**src/rtl/fht_unload_pkg.sv**
```systemverilog
// Shared definitions for the FHT result reader.
//   state_t  : unload FSM states
//   N_BANK   : number of data banks feeding the reader
//   bit_rev  : reverse the low w bits of v (upper result bits are zero)
package fht_unload_pkg;

  typedef enum logic [1:0] {IDLE, RUN, DRAIN, DONE} state_t;

  localparam int N_BANK = 4;

  function automatic logic [31:0] bit_rev(input logic [31:0] v, input int w);
    logic [31:0] r;
    r = '0;
    for (int i = 0; i < 32; i++)
      if (i < w) r[i] = v[5'(w - 1 - i)];
    return r;
  endfunction

endpackage

```
**src/rtl/fht_unload_if.sv**
```systemverilog
// Output sample stream of the FHT result reader (valid/ready).
//   oDATA  : sample
//   oVALID : oDATA valid
//   oLAST  : final sample of the frame
//   iREADY : sink accepts; transfer when oVALID & iREADY
interface fht_unload_if #(
  parameter int D_BIT = 16
);
  logic [D_BIT-1:0] oDATA;
  logic             oVALID;
  logic             oLAST;
  logic             iREADY;

  modport master (output oDATA, oVALID, oLAST, input iREADY);
  modport slave  (input oDATA, oVALID, oLAST, output iREADY);
endinterface

```
**src/rtl/fht_unload_fifo.sv**
```systemverilog
// Small synchronous skid FIFO holding returned bank data until the sink
// takes it. Depth need not be a power of two.
//   clk/rst : clock, synchronous active-high reset (clears storage too)
//   push/din: write side
//   pop     : read side; dout is the head, stable until popped
//   empty   : no entries
//   count   : number of entries held
module fht_unload_fifo #(
  parameter int W     = 17,
  parameter int DEPTH = 4,
  parameter int CW    = $clog2(DEPTH + 1)
) (
  input  logic          clk,
  input  logic          rst,
  input  logic          push,
  input  logic [W-1:0]  din,
  input  logic          pop,
  output logic [W-1:0]  dout,
  output logic          empty,
  output logic [CW-1:0] count
);

  localparam int PW = (DEPTH > 1) ? $clog2(DEPTH) : 1;

  logic [DEPTH-1:0][W-1:0] mem;
  logic [PW-1:0]           wr_ptr, rd_ptr;
  logic                    full, pop_ok;

  function automatic logic [PW-1:0] nxt(input logic [PW-1:0] p);
    return (p == PW'(DEPTH - 1)) ? '0 : p + 1'b1;
  endfunction

  assign empty  = (count == '0);
  assign full   = (count == CW'(DEPTH));
  assign pop_ok = pop & ~empty;
  assign dout   = mem[rd_ptr];

  always_ff @(posedge clk) begin
    if (rst) begin
      mem    <= '0;
      wr_ptr <= '0;
      rd_ptr <= '0;
      count  <= '0;
    end else begin
      // Push into a full FIFO is only legal together with a pop; the write
      // then lands on the slot being vacated by the head.
      if (push) begin
        mem[wr_ptr] <= din;
        wr_ptr      <= nxt(wr_ptr);
      end
      if (pop_ok) rd_ptr <= nxt(rd_ptr);
      case ({push, pop_ok})
        2'b10:   count <= count + 1'b1;
        2'b01:   count <= count - 1'b1;
        default: count <= count;
      endcase
    end
  end

  a_no_overflow: assert property (@(posedge clk) disable iff (rst)
    !(push && full && !pop_ok));

endmodule

```
**src/rtl/fht_unload.sv**
```systemverilog
// Result reader for the FHT core: after the transform completes it reads
// the four data banks and streams all 4*2^A_BIT points, in natural or
// bit-reversed order, on a valid/ready interface. Bank read latency is
// absorbed by a credit-controlled skid FIFO so backpressure never drops or
// duplicates a sample.
//   iCLK, iRESET       : clock, synchronous active-high reset
//   iSTART, iBIT_REV   : unload request (IDLE only) and order select
//   oRD_EN, oADDR_RD,
//   oBANK_SEL          : bank read request (address shared by all banks)
//   iDATA_0..iDATA_3   : bank read data, valid RD_LAT cycles after oRD_EN
//   str                : output sample stream (oDATA/oVALID/oLAST/iREADY)
//   oBUSY, oDONE       : busy level, one-cycle completion pulse
module fht_unload
  import fht_unload_pkg::*;
#(
  parameter int A_BIT      = 8,
  parameter int D_BIT      = 16,
  parameter int RD_LAT     = 2,
  parameter int FIFO_DEPTH = RD_LAT + 2
) (
  input  logic               iCLK,
  input  logic               iRESET,
  input  logic               iSTART,
  input  logic               iBIT_REV,
  output logic               oRD_EN,
  output logic [A_BIT-1:0]   oADDR_RD,
  output logic [1:0]         oBANK_SEL,
  input  logic [D_BIT-1:0]   iDATA_0,
  input  logic [D_BIT-1:0]   iDATA_1,
  input  logic [D_BIT-1:0]   iDATA_2,
  input  logic [D_BIT-1:0]   iDATA_3,
  fht_unload_if.master       str,
  output logic               oBUSY,
  output logic               oDONE
);

  localparam int              KW     = A_BIT + 2;
  localparam logic [KW-1:0]   K_LAST = '1;
  localparam int              CW     = $clog2(FIFO_DEPTH + 1);

  state_t                   state;
  logic [KW-1:0]            k, push_cnt, p;
  logic                     rev_q;

  // Read-return pipe: stage 0 is the issued strobe itself, stage RD_LAT is
  // the cycle the bank data is valid.
  logic [RD_LAT-1:0]        vld_q;
  logic [RD_LAT-1:0][1:0]   bank_q;
  logic [RD_LAT:0]          vld_pipe;

  logic                     push, pop, empty, credit_ok;
  logic [D_BIT:0]           fifo_din, fifo_dout;
  logic [D_BIT-1:0]         rd_data;
  logic [CW-1:0]            fifo_cnt;
  logic [3:0]               inflight;
  logic [4:0]               used;

  assign vld_pipe = {vld_q, oRD_EN};
  assign push     = vld_q[RD_LAT-1];
  assign p        = rev_q ? KW'(bit_rev(32'(k), KW)) : k;

  always_comb begin
    rd_data = iDATA_0;
    unique case (bank_q[RD_LAT-1])
      2'd0: rd_data = iDATA_0;
      2'd1: rd_data = iDATA_1;
      2'd2: rd_data = iDATA_2;
      2'd3: rd_data = iDATA_3;
    endcase
  end

  // Last flag travels with the sample, set on the N-th push of the frame.
  assign fifo_din = {(push_cnt == K_LAST), rd_data};

  fht_unload_fifo #(
    .W     (D_BIT + 1),
    .DEPTH (FIFO_DEPTH),
    .CW    (CW)
  ) u_fifo (
    .clk   (iCLK),
    .rst   (iRESET),
    .push  (push),
    .din   (fifo_din),
    .pop   (pop),
    .dout  (fifo_dout),
    .empty (empty),
    .count (fifo_cnt)
  );

  assign str.oVALID = ~empty;
  assign str.oDATA  = fifo_dout[D_BIT-1:0];
  assign str.oLAST  = fifo_dout[D_BIT] & ~empty;
  assign pop        = ~empty & str.iREADY;

  // Credits: every read in the pipe will land in the FIFO; a pop this cycle
  // frees a slot in time for a read issued now, which keeps full rate.
  always_comb begin
    inflight = '0;
    for (int i = 0; i <= RD_LAT; i++) inflight = inflight + {3'b0, vld_pipe[i]};
    used      = 5'(fifo_cnt) + 5'(inflight) - 5'(pop);
    credit_ok = (used < 5'(FIFO_DEPTH));
  end

  always_ff @(posedge iCLK) begin
    if (iRESET) begin
      state     <= IDLE;
      k         <= '0;
      rev_q     <= 1'b0;
      push_cnt  <= '0;
      vld_q     <= '0;
      bank_q    <= '0;
      oRD_EN    <= 1'b0;
      oADDR_RD  <= '0;
      oBANK_SEL <= '0;
      oBUSY     <= 1'b0;
      oDONE     <= 1'b0;
    end else begin
      oRD_EN    <= 1'b0;
      oDONE     <= 1'b0;
      vld_q[0]  <= oRD_EN;
      bank_q[0] <= oBANK_SEL;
      for (int i = 1; i < RD_LAT; i++) begin
        vld_q[i]  <= vld_q[i-1];
        bank_q[i] <= bank_q[i-1];
      end
      if (push) push_cnt <= push_cnt + 1'b1;

      case (state)
        IDLE: if (iSTART) begin
          rev_q    <= iBIT_REV;
          k        <= '0;
          push_cnt <= '0;
          oBUSY    <= 1'b1;
          state    <= RUN;
        end
        RUN: if (credit_ok) begin
          oRD_EN    <= 1'b1;
          oADDR_RD  <= p[A_BIT-1:0];
          oBANK_SEL <= p[KW-1:A_BIT];
          if (k == K_LAST) state <= DRAIN;
          else             k     <= k + 1'b1;
        end
        // The last-tagged sample is the final read returned, so its
        // transfer implies nothing is left in the pipe or the FIFO.
        DRAIN: if (pop && str.oLAST) begin
          oDONE <= 1'b1;
          oBUSY <= 1'b0;
          state <= DONE;
        end
        DONE:    state <= IDLE;
        default: state <= IDLE;
      endcase
    end
  end

endmodule
```
**src/flat_wrapper.sv**
```systemverilog
// flat-port wrapper written by rule: the top's interface ports become plain ports
module fht_unload_flat import fht_unload_pkg::*;
#(
  parameter int A_BIT      = 8,
  parameter int D_BIT      = 16,
  parameter int RD_LAT     = 2,
  parameter int FIFO_DEPTH = RD_LAT + 2
)
  (iCLK, iRESET, iSTART, iBIT_REV, oRD_EN, oADDR_RD, oBANK_SEL, iDATA_0, iDATA_1, iDATA_2, iDATA_3, oBUSY, oDONE, str_oDATA, str_oVALID, str_oLAST, str_iREADY);
  fht_unload_if #(.D_BIT(D_BIT)) str_i ();
  input  logic iCLK;
  input  logic iRESET;
  input  logic iSTART;
  input  logic iBIT_REV;
  output logic oRD_EN;
  output logic [A_BIT-1:0] oADDR_RD;
  output logic [1:0] oBANK_SEL;
  input  logic [D_BIT-1:0] iDATA_0;
  input  logic [D_BIT-1:0] iDATA_1;
  input  logic [D_BIT-1:0] iDATA_2;
  input  logic [D_BIT-1:0] iDATA_3;
  output logic oBUSY;
  output logic oDONE;
  output wire logic [$bits(str_i.oDATA)-1:0] str_oDATA;
  output wire logic [$bits(str_i.oVALID)-1:0] str_oVALID;
  output wire logic [$bits(str_i.oLAST)-1:0] str_oLAST;
  input wire logic [$bits(str_i.iREADY)-1:0] str_iREADY;
  assign str_oDATA = str_i.oDATA;
  assign str_oVALID = str_i.oVALID;
  assign str_oLAST = str_i.oLAST;
  assign str_i.iREADY = str_iREADY;
  fht_unload #(.A_BIT(A_BIT), .D_BIT(D_BIT), .RD_LAT(RD_LAT), .FIFO_DEPTH(FIFO_DEPTH)) u_core (.iCLK(iCLK), .iRESET(iRESET), .iSTART(iSTART), .iBIT_REV(iBIT_REV), .oRD_EN(oRD_EN), .oADDR_RD(oADDR_RD), .oBANK_SEL(oBANK_SEL), .iDATA_0(iDATA_0), .iDATA_1(iDATA_1), .iDATA_2(iDATA_2), .iDATA_3(iDATA_3), .str(str_i), .oBUSY(oBUSY), .oDONE(oDONE));
endmodule
```
**config.mk**
```make
export PLATFORM = sky130hd
export DESIGN_NAME = fht_unload_flat
export DESIGN_NICKNAME = d
export VERILOG_FILES = /design/src/rtl/fht_unload_pkg.sv /design/src/rtl/fht_unload_if.sv /design/src/rtl/fht_unload_fifo.sv /design/src/rtl/fht_unload.sv /design/src/flat_wrapper.sv
export SDC_FILE = /design/constraint.sdc
export NUM_CORES = 1
export LEC_CHECK = 0
export ABC_CLOCK_PERIOD_IN_PS = 3700
export CAP_MARGIN = 20
export CORE_MARGIN = 2
export CORE_UTILIZATION = 48
export CTS_BUF_LIST = sky130_fd_sc_hd__clkbuf_4 sky130_fd_sc_hd__clkbuf_8
export DETAILED_ROUTE_END_ITERATION = 7
export PLACE_DENSITY = 0.82
export REMOVE_ABC_BUFFERS = 1
export SYNTH_ARGS = -nofsm -noshare
export SYNTH_HDL_FRONTEND = slang
export SYNTH_SLANG_ARGS = --single-unit
export TNS_END_PERCENT = 30
```
**constraint.sdc**
```tcl
create_clock -name iCLK -period 3.7 [get_ports iCLK]
set_clock_uncertainty 0.15 [all_clocks]
set_input_delay 0.37 -clock iCLK [delete_from_list [all_inputs] [get_ports iCLK]]
set_output_delay 0.37 -clock iCLK [all_outputs]
set_load 0.02 [all_outputs]
```
# After elaboration in Yosys (flattened, before gate mapping)
# Index checks and enable logic that the tools add are counted.
[word_totals] word_cells=98 ff_bits=117 inputBits=69
[classes] n_addsub=10 bitwise_logic=6 reduce_logical=15 eq_ne=17 magnitude_cmp=4 mux=27
[ops] cell="2-to-1 mux 10 bit" n=7
[ops] cell="bitwise mux 68 bit" n=1
[ops] cell="one-hot mux 16 bit (4 select lines)" n=1
[ops] cell="binary-select mux 17 bit (select 2 bit)" n=1
[ops] cell="demux 17 bit (select 2 bit)" n=1
[ops] cell="2-to-1 mux 17 bit" n=2
[ops] cell="adder 10 x 1 -> 10 bit, second input constant" n=2
[ops] cell="== test 10 bit, second input constant" n=2
[ops] cell="one-hot mux 10 bit (2 select lines)" n=1
[ops] cell="== test 2 bit, second input constant" n=7
[ops] cell="2-to-1 mux 2 bit" n=6
[ops] cell="one-hot mux 2 bit (4 select lines)" n=1
[ops] cell="AND reduction 4 bit" n=2
[ops] cell="== test 2 x 1 -> 1 bit, second input constant" n=3
[ops] cell="less-than comparator 2 x 3 -> 1 bit, second input constant" n=2
[ops] cell="!= test 2 x 1 -> 1 bit, second input constant" n=3
[ops] cell="one-hot mux 3 bit (2 select lines)" n=1
[ops] cell="nonzero test 2 bit" n=3
[ops] cell="adder 3 x 4 -> 5 bit" n=1
[ops] cell="less-than comparator 5 x 3 -> 1 bit, second input constant" n=1
[ops] cell="subtractor 5 x 1 -> 5 bit" n=1
[ops] cell="adder 2 x 1 -> 2 bit, second input constant" n=2
[ops] cell="adder 4 x 1 -> 4 bit" n=1
[ops] cell="logical NOT 2 bit" n=2
[ops] cell="other kinds (14)" n=25

# Depth between registers and ports, before layout
[logic_depth] depth_word=7 depth_mapped=14

# Hierarchy
# A second synthesis with hierarchy kept.
[hier_totals] cells_unflattened=635 hier_area_um2=5840.6
[modules_own_cells] mod="fht_unload_fifo" area_per_inst_um2=3258.1 seq_area_each_um2=1501.4 n_inst=1 cells_each=364
[modules_own_cells] mod="fht_unload" area_per_inst_um2=2582.5 seq_area_each_um2=840.8 n_inst=1 cells_each=271

# Worst setup path after synthesis
# Ideal clock, no wire load.
[synth_timing] path_type="flip-flop to flip-flop" from="reg u_core.oRD_EN" to="reg u_core.k[8]" arrival_ns=2.916 n_path_buf=1 path_stages_with_launch=14 required_ns=3.459 setup_time_ns=0.091 path_slack_ns=0.543 cell_sequence="dfxtp_1 > ha_1 > ha_1 > ha_1 > inv_1 > ha_1 > inv_1 > ha_1 > or4_4 > nor2_4 > o31ai_2 > buf_6 > o31a_1 > a311oi_1"
[synth_between] elab_chain_len=7
[synth_rtl] item="start: declaration" line="fht_unload.sv:25" rtl="output logic oRD_EN,"
[synth_rtl] item="start signal: assignment" line="fht_unload.sv:112" rtl="oRD_EN <= 1'b0;"
[synth_rtl] item="start signal: assignment" line="fht_unload.sv:118" rtl="oRD_EN <= 1'b0;"
[synth_rtl] item="start signal: assignment" line="fht_unload.sv:137" rtl="oRD_EN <= 1'b1;"
[synth_rtl] item="adder 1 x 1 -> 2 bit" line="fht_unload.sv:99" rtl="for (int i = 0; i <= RD_LAT; i++) inflight = inflight + {3'b0, vld_pipe[i]};"
[synth_rtl] item="adder 4 x 1 -> 4 bit" line="fht_unload.sv:99"
[synth_rtl] item="adder 3 x 4 -> 5 bit" line="fht_unload.sv:100" rtl="used = 5'(fifo_cnt) + 5'(inflight) - 5'(pop);"
[synth_rtl] item="subtractor 5 x 1 -> 5 bit" line="fht_unload.sv:100"
[synth_rtl] item="less-than comparator 5 x 3 -> 1 bit" line="fht_unload.sv:101" rtl="credit_ok = (used < 5'(FIFO_DEPTH));"
[synth_rtl] item="!= test 2 x 1 -> 1 bit (no line)"
[synth_rtl] item="AND reduction 4 bit (no line)"
[synth_rtl] item="end signal: assignment" line="fht_unload.sv:141" rtl="else k <= k + 1'b1;"
[synth_rtl] item="end: declaration" line="fht_unload.sv:42" rtl="logic [KW-1:0] k, push_cnt, p;"
# No other way between the ends.
# A chain may end at the register's enable or synchronous reset.

# Worst setup path after layout
[layout_timing] from="reg u_core.oRD_EN" to="reg u_core.oADDR_RD[6]"
[layout_between] elab_chain_len=6
[layout_rtl] item="adder 1 x 1 -> 2 bit" line="fht_unload.sv:99"
[layout_rtl] item="adder 4 x 1 -> 4 bit" line="fht_unload.sv:99"
[layout_rtl] item="adder 3 x 4 -> 5 bit" line="fht_unload.sv:100"
[layout_rtl] item="subtractor 5 x 1 -> 5 bit" line="fht_unload.sv:100"
[layout_rtl] item="less-than comparator 5 x 3 -> 1 bit" line="fht_unload.sv:101"
[layout_rtl] item="AND reduction 2 bit (no line)"
[layout_rtl] item="end signal: assignment" line="fht_unload.sv:138" rtl="oADDR_RD <= p[A_BIT-1:0];"
[layout_rtl] item="end: declaration" line="fht_unload.sv:26" rtl="output logic [A_BIT-1:0] oADDR_RD,"
# No other way between the ends.

==> run_results.csv <==
group,metric,value,unit
yosys,synth-adder-area-share,0.05029,
clock_network,postCtsSetupBuffers,0,
clock_network,cts_tree,"done",
drt,dr.pass1.iters,6,
power_and_ir_drop,power.leakage,2.430,nW
floorplan,die_x,111.3,um
drt,wl_per_cell,16.98,um
global_routing,grt-ovfl-total,0,
drt,detail-route-antenna-nets,0,
clock_network,holdBufCountCts,0,
outcome,outcome,"finished, final reports clean",
power_and_ir_drop,finalPower,3.618,mW
power_and_ir_drop,peakVddDrop,0.3195,mV
yosys,synth_top_family_by_area,"multiplexers",
timing,setup_viol,0,
yosys,synth_cells,576,
timing,finalMaxSlewViolations,0,
timing,hold_violations,0,
clock_network,clk-insertion-delay-late,420,ps
final_layout,areaGrowthSynthToFinish,27.66,%
floorplan,core.rowCount,39,
drt,wirelength,13930,um
setup_path,cpPeakStageDelay,440,ps
yosys,ys_async_sr_fraction,0,
worst_hold_path,hold_start,"iRESET",
global_routing,antenna_found_initial,0,
setup_path,crit_top_cell,"ha_1",
timing,timing.final.crit_share,0.9202,
clock_network,cts.reportedPaths.clkPinSlew,80,ps
yosys,syn_area_per_cell,9.588,um^2
placed_design,gp_congestion,0.7961,
setup_path,path_cells,"ha_1, ha_1, ha_1, inv_1, ha_1, inv_1, ha_1, or4_4, nor2_4, o31a_1, buf_4, nor2_1, a211oi_1",
drt,first_iter_violations,206,
setup_path,worst_setup_path_end_kind,"flip-flop",
setup_path,crit_family,"adder cells",
setup_path,r2r-end,"u_core.oADDR_RD[6]",
setup_path,crit_buf_inv,3,
drt,via_per_inst,5.820,
yosys,yosysWarnings,0,
setup_path,crit_start,"u_core.oRD_EN",
setup_path,cp.required,3870,ps
clock_network,cts_resized,0,
timing,rsz0062_at_grt,"no",
timing,fmax,293.7,MHz
worst_hold_path,min_path_type,"input port to flip-flop",
global_routing,grt_pass1_vias,4912,
clock_network,cts_buffers,17,
yosys,syn_area,5523,um^2
worst_hold_path,min_delay_path_depth,3,
setup_path,critPathSlowestCell,"or4_4",
yosys,synth_area_leaders,"dfxtp_1 (42%), mux4_2 (13%), nand2_1 (8.2%), a21oi_1 (5.5%), ha_1 (4.3%)",
clock_network,clockRootBuffer,"clkbuf_8",
yosys,synthMuxAreaShare,0.1599,
floorplan,coreArea,11320,um^2
clock_network,cts_htree_levels,4,
final_layout,diodes,0,
yosys,synth_compound_area_frac,0.1470,
timing,setup_tns,0,ps
setup_path,r2r_start,"u_core.oRD_EN",
setup_path,regToRegSetupSlack,300,ps
timing,slew_headroom,0.4566,
timing,period_minus_slack,3405,ps
yosys,synthMostInstantiatedCell,"nand2_1",
global_routing,grt_first_pass_wirelength,22880,um
setup_path,reg2reg_depth,13,
run,maxCapViolCount,0,
floorplan,initial_utilization,0.4878,
placed_design,dp_hpwl,9608,um
timing,worstMarginPinSlew,814.1,ps
yosys,synth-edff-count,0,
clock_network,cts.sinks,117,
global_routing,grt_max_degree,56,
final_layout,fin_nets,754,
setup_path,cp-start-kind,"flip-flop",
setup_path,critPathMaxFanout,18,
worst_hold_path,hold_path_end,"u_core.state[0]",
power_and_ir_drop,p_per_area,513.2,nW/um^2
floorplan,io_pins,100,
floorplan,die_area,12380,um^2
setup_path,path_class,"flip-flop to flip-flop",
yosys,synth_top_area_frac,0.4241,
yosys,synth-simple-area-share,0.1565,
placed_design,port_buffers,99,
yosys,yosys.area_share.xor_xnor,0.01586,
drt,vias,4772,
yosys,ys_seq_area_frac,0.4241,
final_layout,drive_gt1_frac,0.1196,
yosys,synth_common_cells,"nand2_1 (121), dfxtp_1 (117), a21oi_1 (61)",
drt,drc_errors,0,
yosys,synth-main-ff-cell,"dfxtp_1",
setup_path,cp.arrival,3570,ps
yosys,ys_ff_latch,117,
global_routing,track_usage,0.2259,
floorplan,die_height,111.3,um
yosys,yosysTopAreaCell,"dfxtp_1",
yosys,ys_types,53,
clock_network,cts.path.max_buffers,2,
worst max path at each step:
stage                    endpoint  slack [ps]  depth (start not counted)
6_report       u_core.oADDR_RD[6]         300                         13
4_1_cts        u_core.oADDR_RD[6]         280                         13
3_5_place_dp   u_core.oADDR_RD[6]         320                         13
2_1_floorplan         u_core.k[6]         230                         12
5_1_grt        u_core.oADDR_RD[6]          70                         13
3_3_place_gp          u_core.k[4]         460                         13
per-stage QoR:
| stage | setup WS [ps] | hold WS (ps) | cell area [um^2] | util | instances |
|---|---|---|---|---|---|
| after floorplan | 227.8 | 263.8 | 5354 | - | 537 |
| after global placement | 460.1 | 282.4 | 6599 | 0.5829 | 788 |
| after detailed placement | 315.1 | 278.9 | 6599 | 0.5829 | 788 |
| after CTS | 276.5 | 174.9 | 7051 | 0.6228 | 820 |
| after global routing | 74.88 | 195.5 | 7051 | 0.6228 | 820 |
| final | 295.4 | 194.6 | 7051 | 0.6228 | 820 |
worst min-delay path, cell delays in order:
cell and delay (ps):
buf_2 110, inv_1 100, o211a_1 130
logic make-up (layout without fill, tap and decap cells):
group / count (synthesis) / after routing
adders and majority gates: 21 / 21
buffers and inverters: 62 / 163
AOI/OAI and AO/OA: 123 / 123
muxes: 47 / 47
and+or+nand+nor: 196 / 196
DFF: 117 / 117
xor gates and xnor gates: 10 / 10
state kept, by name, indices dropped and copies added, names as in the netlist, 3 cells and up:
register and flops:
u_core.bank_q 4, u_core.oADDR_RD 8, u_core.push_cnt 10, u_core.u_fifo.count 3, u_core.u_fifo.mem 68, u_core.k 10
per-layer routing:
layer  track usage  up-vias  part of all wire
li1              -     2232                 -
met1        0.2567     2325              0.40
met2        0.4093      199              0.52
met3       0.06670       16             0.071
met4       0.06667        0             0.011
met5             0        -                 0
power by group:
part           switching, mW  leakage (nW)  internal (mW)
logic                  0.470          1.26          0.394
registers             0.0889         0.945           1.35
clock network          0.565         0.224          0.753
total                   1.12          2.43           2.50
layout by cell type, fill, tap and decap left out, drive strengths merged, types with 3 or more instances in the layout:
cell	n
ha	19
o21ai	5
nand3	6
clkbuf	17
bufinv	4
clkinv	4
a22o	17
inv	29
clkdlybuf4s50	98
mux4	33
o31ai	6
nor2b	7
xor2	8
or3	5
o31a	3
nand2	121
a211oi	10
buf	10
nor2	31
dfxtp	117
a21oi	61
nand4	5
a311oi	6
mux2i	14
and2	5
and3	4
final cells by class:
class,count,area [um^2]
Timing Repair Buffer,108,1066
Inverter,23,86.33
Sequential cell,117,2342
Tap cell,143,178.9
Multi-Input combinational cell,397,2925
Fill cell,903,4270
Clock buffer,17,234.0
Clock inverter,15,217.7
Note: power is estimated with default switching activity, not from simulation.
